==> src/rtl/mux1hot_rr_arb_pkg.sv <==
// ----------------------------------------------------------------------------
// Package: hbb_arb_pkg
// Purpose: Shared constants and helpers for the arbitrating one-hot mux family.
//   PRIO_RR / PRIO_FIXED select the arbitration policy of mux1hot_rr_arb.
//   onehot2idx converts a one-hot (zero-extended) vector into a channel index.
// ----------------------------------------------------------------------------
package hbb_arb_pkg;

  localparam int PRIO_RR    = 0;
  localparam int PRIO_FIXED = 1;

  // Widest one-hot vector the encoder accepts; arbiters wider than this
  // must not be built with this package.
  localparam int MAX_CH = 64;

  // OR-ing the indices of the set bits gives the exact index for a one-hot
  // input and costs only an OR tree in hardware. A zero input yields 0.
  function automatic int onehot2idx(input logic [MAX_CH-1:0] vec);
    int idx;
    idx = 0;
    for (int i = 0; i < MAX_CH; i++) begin
      if (vec[i]) idx = idx | i;
    end
    return idx;
  endfunction

endpackage

==> src/rtl/mux1hot_rr_arb_mux.sv <==
// ----------------------------------------------------------------------------
// Module: mux1hot_n
// Purpose: Parametric AND-OR one-hot multiplexer. With a one-hot select the
//   output is the selected channel; with an all-zero select the output is 0.
// Ports:
//   sel      in   N    one-hot (or zero) channel select
//   in_data  in   N*W  packed channel data, channel i at [i*W +: W]
//   out_data out  W    selected channel data
// ----------------------------------------------------------------------------
module mux1hot_n #(
  parameter int N = 8,
  parameter int W = 8
) (
  input  logic [N-1:0]   sel,
  input  logic [N*W-1:0] in_data,
  output logic [W-1:0]   out_data
);

  always_comb begin
    out_data = '0;
    for (int i = 0; i < N; i++) begin
      out_data = out_data | (in_data[i*W +: W] & {W{sel[i]}});
    end
  end

endmodule

==> src/rtl/mux1hot_rr_arb.sv <==
// ----------------------------------------------------------------------------
// Module: mux1hot_rr_arb
// Purpose: N-channel arbitrating mux. A combinational arbiter (round-robin or
//   fixed priority) picks one valid channel, a one-hot mux selects its data,
//   and a registered output stage presents the beat downstream.
// Parameters:
//   N          number of input channels (>= 2, <= hbb_arb_pkg::MAX_CH)
//   W          data width per channel
//   PRIO_MODE  PRIO_RR (round-robin) or PRIO_FIXED (lowest index wins)
// Ports:
//   clk        in   1    clock, rising edge
//   rst_n      in   1    asynchronous reset, active low
//   in_valid   in   N    per-channel request
//   in_data    in   N*W  packed channel data, channel i at [i*W +: W]
//   in_ready   out  N    per-channel accept, at most one bit set
//   out_valid  out  1    output register holds a beat
//   out_data   out  W    selected beat
//   out_sel    out  N    one-hot index of the channel that produced out_data
//   out_ready  in   1    downstream accept
// ----------------------------------------------------------------------------
module mux1hot_rr_arb
  import hbb_arb_pkg::*;
#(
  parameter int N         = 8,
  parameter int W         = 8,
  parameter int PRIO_MODE = PRIO_RR
) (
  input  logic           clk,
  input  logic           rst_n,
  input  logic [N-1:0]   in_valid,
  input  logic [N*W-1:0] in_data,
  output logic [N-1:0]   in_ready,
  output logic           out_valid,
  output logic [W-1:0]   out_data,
  output logic [N-1:0]   out_sel,
  input  logic           out_ready
);

  localparam int PW = $clog2(N);

  logic [PW-1:0]     ptr;
  logic [PW-1:0]     ptr_next;
  logic [N-1:0]      grant;
  logic [MAX_CH-1:0] grant_ext;
  logic [W-1:0]      mux_out;
  logic              load;
  logic              any_valid;
  int                winner;

  // The output register can take a new beat when it is empty or being
  // drained this cycle, which gives full throughput with out_ready high.
  assign load      = !out_valid || out_ready;
  assign any_valid = |in_valid;

  // Arbiter: scan N candidates starting at ptr (round-robin) or at 0 (fixed)
  // and grant the first valid one. The candidate index wraps at N, not at
  // 2**PW, so non-power-of-two channel counts stay in range.
  always_comb begin
    logic found;
    int   cand;
    grant = '0;
    found = 1'b0;
    cand  = 0;
    for (int k = 0; k < N; k++) begin
      if (PRIO_MODE == PRIO_FIXED) begin
        cand = k;
      end else begin
        cand = int'(ptr) + k;
        if (cand >= N) cand = cand - N;
      end
      if (!found && in_valid[cand]) begin
        grant[cand] = 1'b1;
        found       = 1'b1;
      end
    end
  end

  // Nothing is accepted while reset is asserted, even though the empty
  // output register would otherwise allow a load.
  assign in_ready = (load && rst_n) ? grant : '0;

  always_comb begin
    grant_ext        = '0;
    grant_ext[N-1:0] = grant;
  end

  assign winner = onehot2idx(grant_ext);

  // Pointer moves to the channel after the winner, wrapping explicitly at N.
  always_comb begin
    if (winner >= N - 1) ptr_next = '0;
    else                 ptr_next = PW'(winner + 1);
  end

  mux1hot_n #(
    .N(N),
    .W(W)
  ) u_mux (
    .sel     (grant),
    .in_data (in_data),
    .out_data(mux_out)
  );

  // Output stage and round-robin pointer. Both hold during a stall; an
  // idle load cycle only empties the register and keeps data/sel/ptr.
  always_ff @(posedge clk or negedge rst_n) begin
    if (!rst_n) begin
      out_valid <= 1'b0;
      out_data  <= '0;
      out_sel   <= '0;
      ptr       <= '0;
    end else if (load) begin
      if (any_valid) begin
        out_valid <= 1'b1;
        out_data  <= mux_out;
        out_sel   <= grant;
        if (PRIO_MODE == PRIO_RR) ptr <= ptr_next;
      end else begin
        out_valid <= 1'b0;
      end
    end
  end

endmodule

==> config.mk <==
export PLATFORM = sky130hd
export DESIGN_NAME = mux1hot_rr_arb
export DESIGN_NICKNAME = d
export VERILOG_FILES = /design/src/rtl/mux1hot_rr_arb_pkg.sv /design/src/rtl/mux1hot_rr_arb_mux.sv /design/src/rtl/mux1hot_rr_arb.sv
export SDC_FILE = /design/constraint.sdc
export NUM_CORES = 1
export LEC_CHECK = 0
export ABC_AREA = 1
export CORE_MARGIN = 1
export CORE_UTILIZATION = 40
export CTS_BUF_LIST = sky130_fd_sc_hd__clkbuf_8
export DETAILED_ROUTE_END_ITERATION = 8
export PLACE_DENSITY = 0.79
export SLEW_MARGIN = 20
export SYNTH_ARGS = -nofsm -noshare
export SYNTH_HDL_FRONTEND = slang
export SYNTH_SLANG_ARGS = --single-unit
export TNS_END_PERCENT = 10
==> constraint.sdc <==
create_clock -name clk -period 3.2 [get_ports clk]
set_clock_uncertainty 0.05 [all_clocks]
set_input_delay 0.64 -clock clk [delete_from_list [all_inputs] [get_ports clk]]
set_output_delay 0.64 -clock clk [all_outputs]
set_load 0.02 [all_outputs]
=== Word-level counts from Yosys, hierarchy flattened ===
Cells that the tools add are included.

* Output and inout bits: 25
* Register bits after elaboration: 20

* Bitwise operators: 22
* $lt $le $gt $ge: 25
* Reduce and logical (&&, ||, !) cells: 27
* Multiplexer cells: 73
* Add/sub/neg operators: 16

{| class="wikitable"
|+ Operator list
! operator !! count
|-
| 32-bit by 1-bit >= comparator with 1-bit output (second input constant) || 8
|-
| 32-bit by 5-bit < comparator with 1-bit output (second input constant) || 8
|-
| 32-bit two-way mux || 8
|-
| 8-bit OR || 14
|-
| 8-bit two-way mux || 9
|-
| 8-bit AND || 8
|-
| 4-bit by 4-bit subtractor with 5-bit output (second input constant) || 7
|-
| 1-bit two-way mux || 33
|-
| 32-bit by 4-bit >= comparator with 1-bit output (second input constant) || 1
|-
| 4-bit >= comparator (second input constant) || 7
|-
| 1-bit binary-select mux with 3-bit select || 8
|-
| 1-bit demux with 3-bit select || 8
|-
| 3-bit by 3-bit adder with 4-bit output (second input constant) || 4
|-
| 1-bit logical AND || 16
|-
| 3-bit two-way mux || 5
|-
| 3-bit by 2-bit adder with 4-bit output (second input constant) || 2
|-
| 1-bit zero test || 8
|-
| 8-bit OR reduction || 1
|-
| 3-bit by 4-bit subtractor with 5-bit output (second input constant) || 1
|-
| 3-bit by 1-bit adder with 4-bit output (second input constant) || 1
|-
| 3-bit by 4-bit >= comparator with 1-bit output (second input constant) || 1
|-
| 2-bit two-way mux || 2
|-
| 3-bit by 1-bit adder with 3-bit output (second input constant) || 1
|-
| 2-bit AND reduction || 1
|-
| 1-bit logical OR || 1
|}

=== Logic depth before layout (Yosys ltp) ===
* Depth in word-level cells: 36
* Gate-level depth with buffers: 23
* Depth with buffers taken out: 19

=== By module ===
A second synthesis with hierarchy kept.

* Cell total of the unflattened synthesis: 489
* Area, all modules: 2712.6 µm²

{| class="wikitable"
|+ Modules (own cells, without submodules)
! module !! cells each !! times used !! area each (µm²)
|-
| mux1hot_rr_arb || 361 || 1 || 2222.1
|-
| mux1hot_n || 128 || 1 || 490.5
|}

=== Worst setup path before layout ===
Ideal clock, no wire load.

* Path kind: register to output
* Start: register ptr[0]
* End: output port in_ready[3]
* Path slack: -0.338 ns
* Buffers on the path: 5
* Arrival time: 2.848 ns
* Cell stages (with the launch flop): 18
* Cells stage by stage: dfrtp_1 > inv_2 > buf_6 > clkbuf_1 > ha_1 > inv_1 > buf_2 > nand3_1 > nand3_1 > o21a_1 > nand3_2 > nor2_4 > buf_6 > nand3_1 > nand3_1 > buf_4 > nand2_1 > inv_1

* Word-level cells in the longest chain between the ends: 28
* Elaborated cells between the ends (all ways): 132
* Those cells by class: add/sub (15); order compare (24); mux (64); bitwise (7); reduce/logical (22)

{| class="wikitable"
|+ Ends and longest elaborated chain
! element !! RTL line !! source
|-
| from (decl) || mux1hot_rr_arb.sv:41 || <nowiki>logic [PW-1:0] ptr;</nowiki>
|-
| from (signal assigned) || mux1hot_rr_arb.sv:117 || <nowiki>if (PRIO_MODE == PRIO_RR) ptr <= ptr_next;</nowiki>
|-
| parallel branches: the longest is 26 deep, another holds 32-bit by 1-bit >= comparator with 1-bit output || - ||
|-
| 8-bit two-way mux * || mux1hot_rr_arb.sv:71 || <nowiki>if (!found && in_valid[cand]) begin</nowiki>
|-
| 8-bit two-way mux * || mux1hot_rr_arb.sv:80 || <nowiki>assign in_ready = (load && rst_n) ? grant : '0;</nowiki>
|-
| to (decl) || mux1hot_rr_arb.sv:32 || <nowiki>output logic [N-1:0] in_ready,</nowiki>
|}

Every way passes the cells marked *. The select of a mux whose other input is x is not followed.

=== Worst setup path after layout ===
* Start: input port in_valid[5]
* End: output port in_ready[6]

* Word-level cells in the longest chain between the ends: 26
* Elaborated cells between the ends (all ways): 61
* Those cells by class: mux (40); bitwise (7); reduce/logical (14)

{| class="wikitable"
|+ Ends and longest elaborated chain
! element !! RTL line !! source
|-
| from (decl) || mux1hot_rr_arb.sv:30 || <nowiki>input logic [N-1:0] in_valid,</nowiki>
|-
| 1-bit binary-select mux with 3-bit select || mux1hot_rr_arb.sv:71 ||
|-
| 1-bit two-way mux (implied by the code) (2 in a row) || mux1hot_rr_arb.sv:71 ||
|-
| 1-bit two-way mux || mux1hot_rr_arb.sv:71 ||
|-
| 1-bit zero test || mux1hot_rr_arb.sv:71 ||
|-
| 1-bit logical AND || mux1hot_rr_arb.sv:71 ||
|-
| 1-bit two-way mux || mux1hot_rr_arb.sv:71 ||
|-
| 1-bit zero test || mux1hot_rr_arb.sv:71 ||
|-
| 1-bit logical AND || mux1hot_rr_arb.sv:71 ||
|-
| (+9 left out) || - ||
|-
| 1-bit two-way mux || mux1hot_rr_arb.sv:71 ||
|-
| 1-bit zero test || mux1hot_rr_arb.sv:71 ||
|-
| 1-bit logical AND || mux1hot_rr_arb.sv:71 ||
|-
| 1-bit two-way mux || mux1hot_rr_arb.sv:71 ||
|-
| 1-bit zero test || mux1hot_rr_arb.sv:71 ||
|-
| 1-bit logical AND || mux1hot_rr_arb.sv:71 ||
|-
| 8-bit two-way mux * || mux1hot_rr_arb.sv:71 ||
|-
| 8-bit two-way mux * || mux1hot_rr_arb.sv:80 ||
|}

Mark *: on every way between the ends. The rest lies on a longest branch, timed or not. The select of a mux whose other input is x is not followed.

==> impl_metrics.toml <==
[critical_path]
reg2reg_setup_slack_ns = -0.05
crit_fanout = 8
worstSetupEndpointType = "primary output"
setup.worst_path.class = "primary input to primary output"
critPathRequiredTime_ns = 2.51
cp.arrival_ns = 2.61
startpoint_type = "primary input"

[clock_network]
ctsRootBufferMaster = "clkbuf_8"
h-tree-depth = 1
numClockSinks = 20
clockBufferDepth = 2
cts_tree = "done"
insertion_delay_ns = 0.27
clkTransAtPathRegs_ns = 0.08
cts-buffers-inserted = 3

[floorplan]
top_level_ports = 100
core_um2 = 6490
die_width_um = 84.9
rows = 29
die_y_um = 84.9
initial_core_util_pct = 42.3
die-area_um2 = 7210

[routing]
wl_per_cell_um = 17.1
drt_iter0_markers = 435
routed_wl_um = 12500
drt-pass1-iter-count = 8
drc = 5
vias = 4101
viasPerCell = 5.59
ant_nets = 0

[synthesis]
synthDistinctLibCells = 31
synth_flop_cell = "dfrtp_1"
yosysTopAreaCellShare_pct = 30.5
synthTopCellsByArea = "nand2_1 (30%), dfrtp_1 (18%), nand3_1 (11%)"
yosys.area.top_type = "nand2_1"
ys_warn_count = 0
syn_nets = 586
synthMostInstantiatedCell = "nand2_1"
synth-async-reset-ratio_pct = 100
synthesis.area_um2 = 2750
syn_avg_cell_area_um2 = 5.49
synth-seq-cells = 20
yosys-top-cells-count = "nand2_1 (223), nor2_1 (66), nand3_1 (62)"
ys_seq_area_share_pct = 18.2
synth_edf_count = 0
netlist_instances = 501

[pwr]
p_leak_nw = 2.51
p_per_area_nw_per_um2 = 1330
vdd_drop_max_mv = 0.990
p_total_mw = 6.52

[sta]
worst_pin_slew_ns = 0.617
finalCriticalPeriod_ns = 3.30
slew_headroom_pct = 58.8
clock.fmax_mhz = 303
hold_violations = 0
rsz0062_at_grt = "true"
finalWorstSetupSlack_ns = -0.0995
setup-violations-final = 9
finalCritPeriodShare_pct = 103
slew_viol_final = 0

[placement]
place_congestion = 0.940
dpl.hpwl_um = 7880
post_dp_cell_area_um2 = 4180
port_buffers = 99

[layout]
diodes = 0
nets = 742
final.fill_count = 483
drive_gt1_share_pct = 28.5
syn_to_final_growth_pct = 78.9
fin_area_um2 = 4920
utilization_pct = 75.7

[global_routing]
grt_max_degree = 21
grt_pass1_vias = 3629
antenna_found_initial = 0
overflow = 0
track_usage_pct = 29.6
grt_pass1_wl_um = 17100

[run_status]
status = "finished, violations left"
violations = "design-rule violations, negative setup slack"

[min_path]
min_path_type = "flip-flop to flip-flop"

[flow_run]
drv_cap = 0
[per-stage QoR]
step	TNS, ns	hold slack [ns]	std cells	worst slack, ns
6_report	-0.476	0.439	733	-0.0995
5_1_grt	-1.39	0.467	733	-0.203
3_3_place_gp	-5.30	0.411	713	-0.609
3_5_place_dp	-5.66	0.414	713	-0.594
2_1_floorplan	0	0.294	501	0.00155
4_1_cts	0	0.438	725	0.00283
[final timing paths]
path | startpoint | endpoint | cells past startpoint
max | in_valid[5] | in_ready[6] | 15
max in group asynchronous | rst_n | out_sel[1] | 2
max reg2reg | ptr[0] | ptr[2] | 19
min reg2reg | out_data[7] | out_data[7] | 2
min | out_data[7] | out_data[7] | 2
min in group asynchronous | rst_n | out_sel[4] | 2
[state kept, by name (all words and copies together), names as in the netlist]
signal / flops
out_data: 8
out_sel: 8
ptr: 3
out_valid: 1
[critical path: stages]
cell           delay (ns)
dlygate4sd2_1        0.38
nand2_2              0.12
nand3_2              0.10
nand2_2              0.07
buf_4                0.13
nand2_1              0.06
nand2_1              0.13
inv_1                0.27
nand4_1              0.18
nand3_1              0.13
nor2_2               0.05
nand3_2              0.10
nand2_2              0.06
inv_2                0.07
buf_6                0.11
[metal layers]
metal / wire (um) / GRT usage [%] / vias to the layer above / part of all wire, %
li1: - / - / 1894 / -
met1: 4810 / 38.6 / 1896 / 39
met2: 6090 / 52.5 / 237 / 49
met3: 902 / 2.53 / 74 / 7.2
met4: 699 / 8.47 / 0 / 5.6
met5: 0 / 0 / - / 0
[area by class of cell]
type	instances	area (um^2)	share of cell area [%]
Tap cell	77	96.3	1.96
Inverter	40	158	3.21
Clock buffer	3	41.3	0.840
Sequential cell	20	500	10.2
Timing Repair Buffer	172	1640	33.4
Multi-Input combinational cell	420	2450	49.8
Clock inverter	1	30.0	0.611
[timing repair]
action                                  CTS  global route
hold buffers                              0             0
endpoints found under the setup margin   11            11
gates resized for setup                  65           115
pin swaps                                18            35
buffers inserted                          7             9
cloned                                    1             2
[cell usage in the layout, fill, tap and decap left out, types with 9 or more instances in the layout]
cell,instances
inv_1,30
nor2_1,54
nand2_2,21
nand3b_1,9
buf_4,60
nand3_2,19
nor3_1,11
nand3_4,11
nand2_1,193
dfrtp_1,20
nand2_4,11
nor2_2,11
nand3_1,37
buf_6,16
clkdlybuf4s50_1,83
[power by group]
part | leakage [nW] | total (mW) | internal, mW | switching, mW
Sequential | 0.254 | 0.418 | 0.362 | 0.0555
Clock | 0.0357 | 0.261 | 0.167 | 0.0942
Combinational | 2.22 | 5.84 | 2.37 | 3.47
[kinds of logic after synthesis]
| family | synth area share (%) |
|---|---|
| compound gates | 1.87 |
| fa+ha+maj | 4.55 |
| buf+inv | 10.5 |
| simple gates | 62.9 |
| flops | 18.2 |
| xor+xnor | 1.91 |
Note: power is estimated with default switching activity, not from simulation.
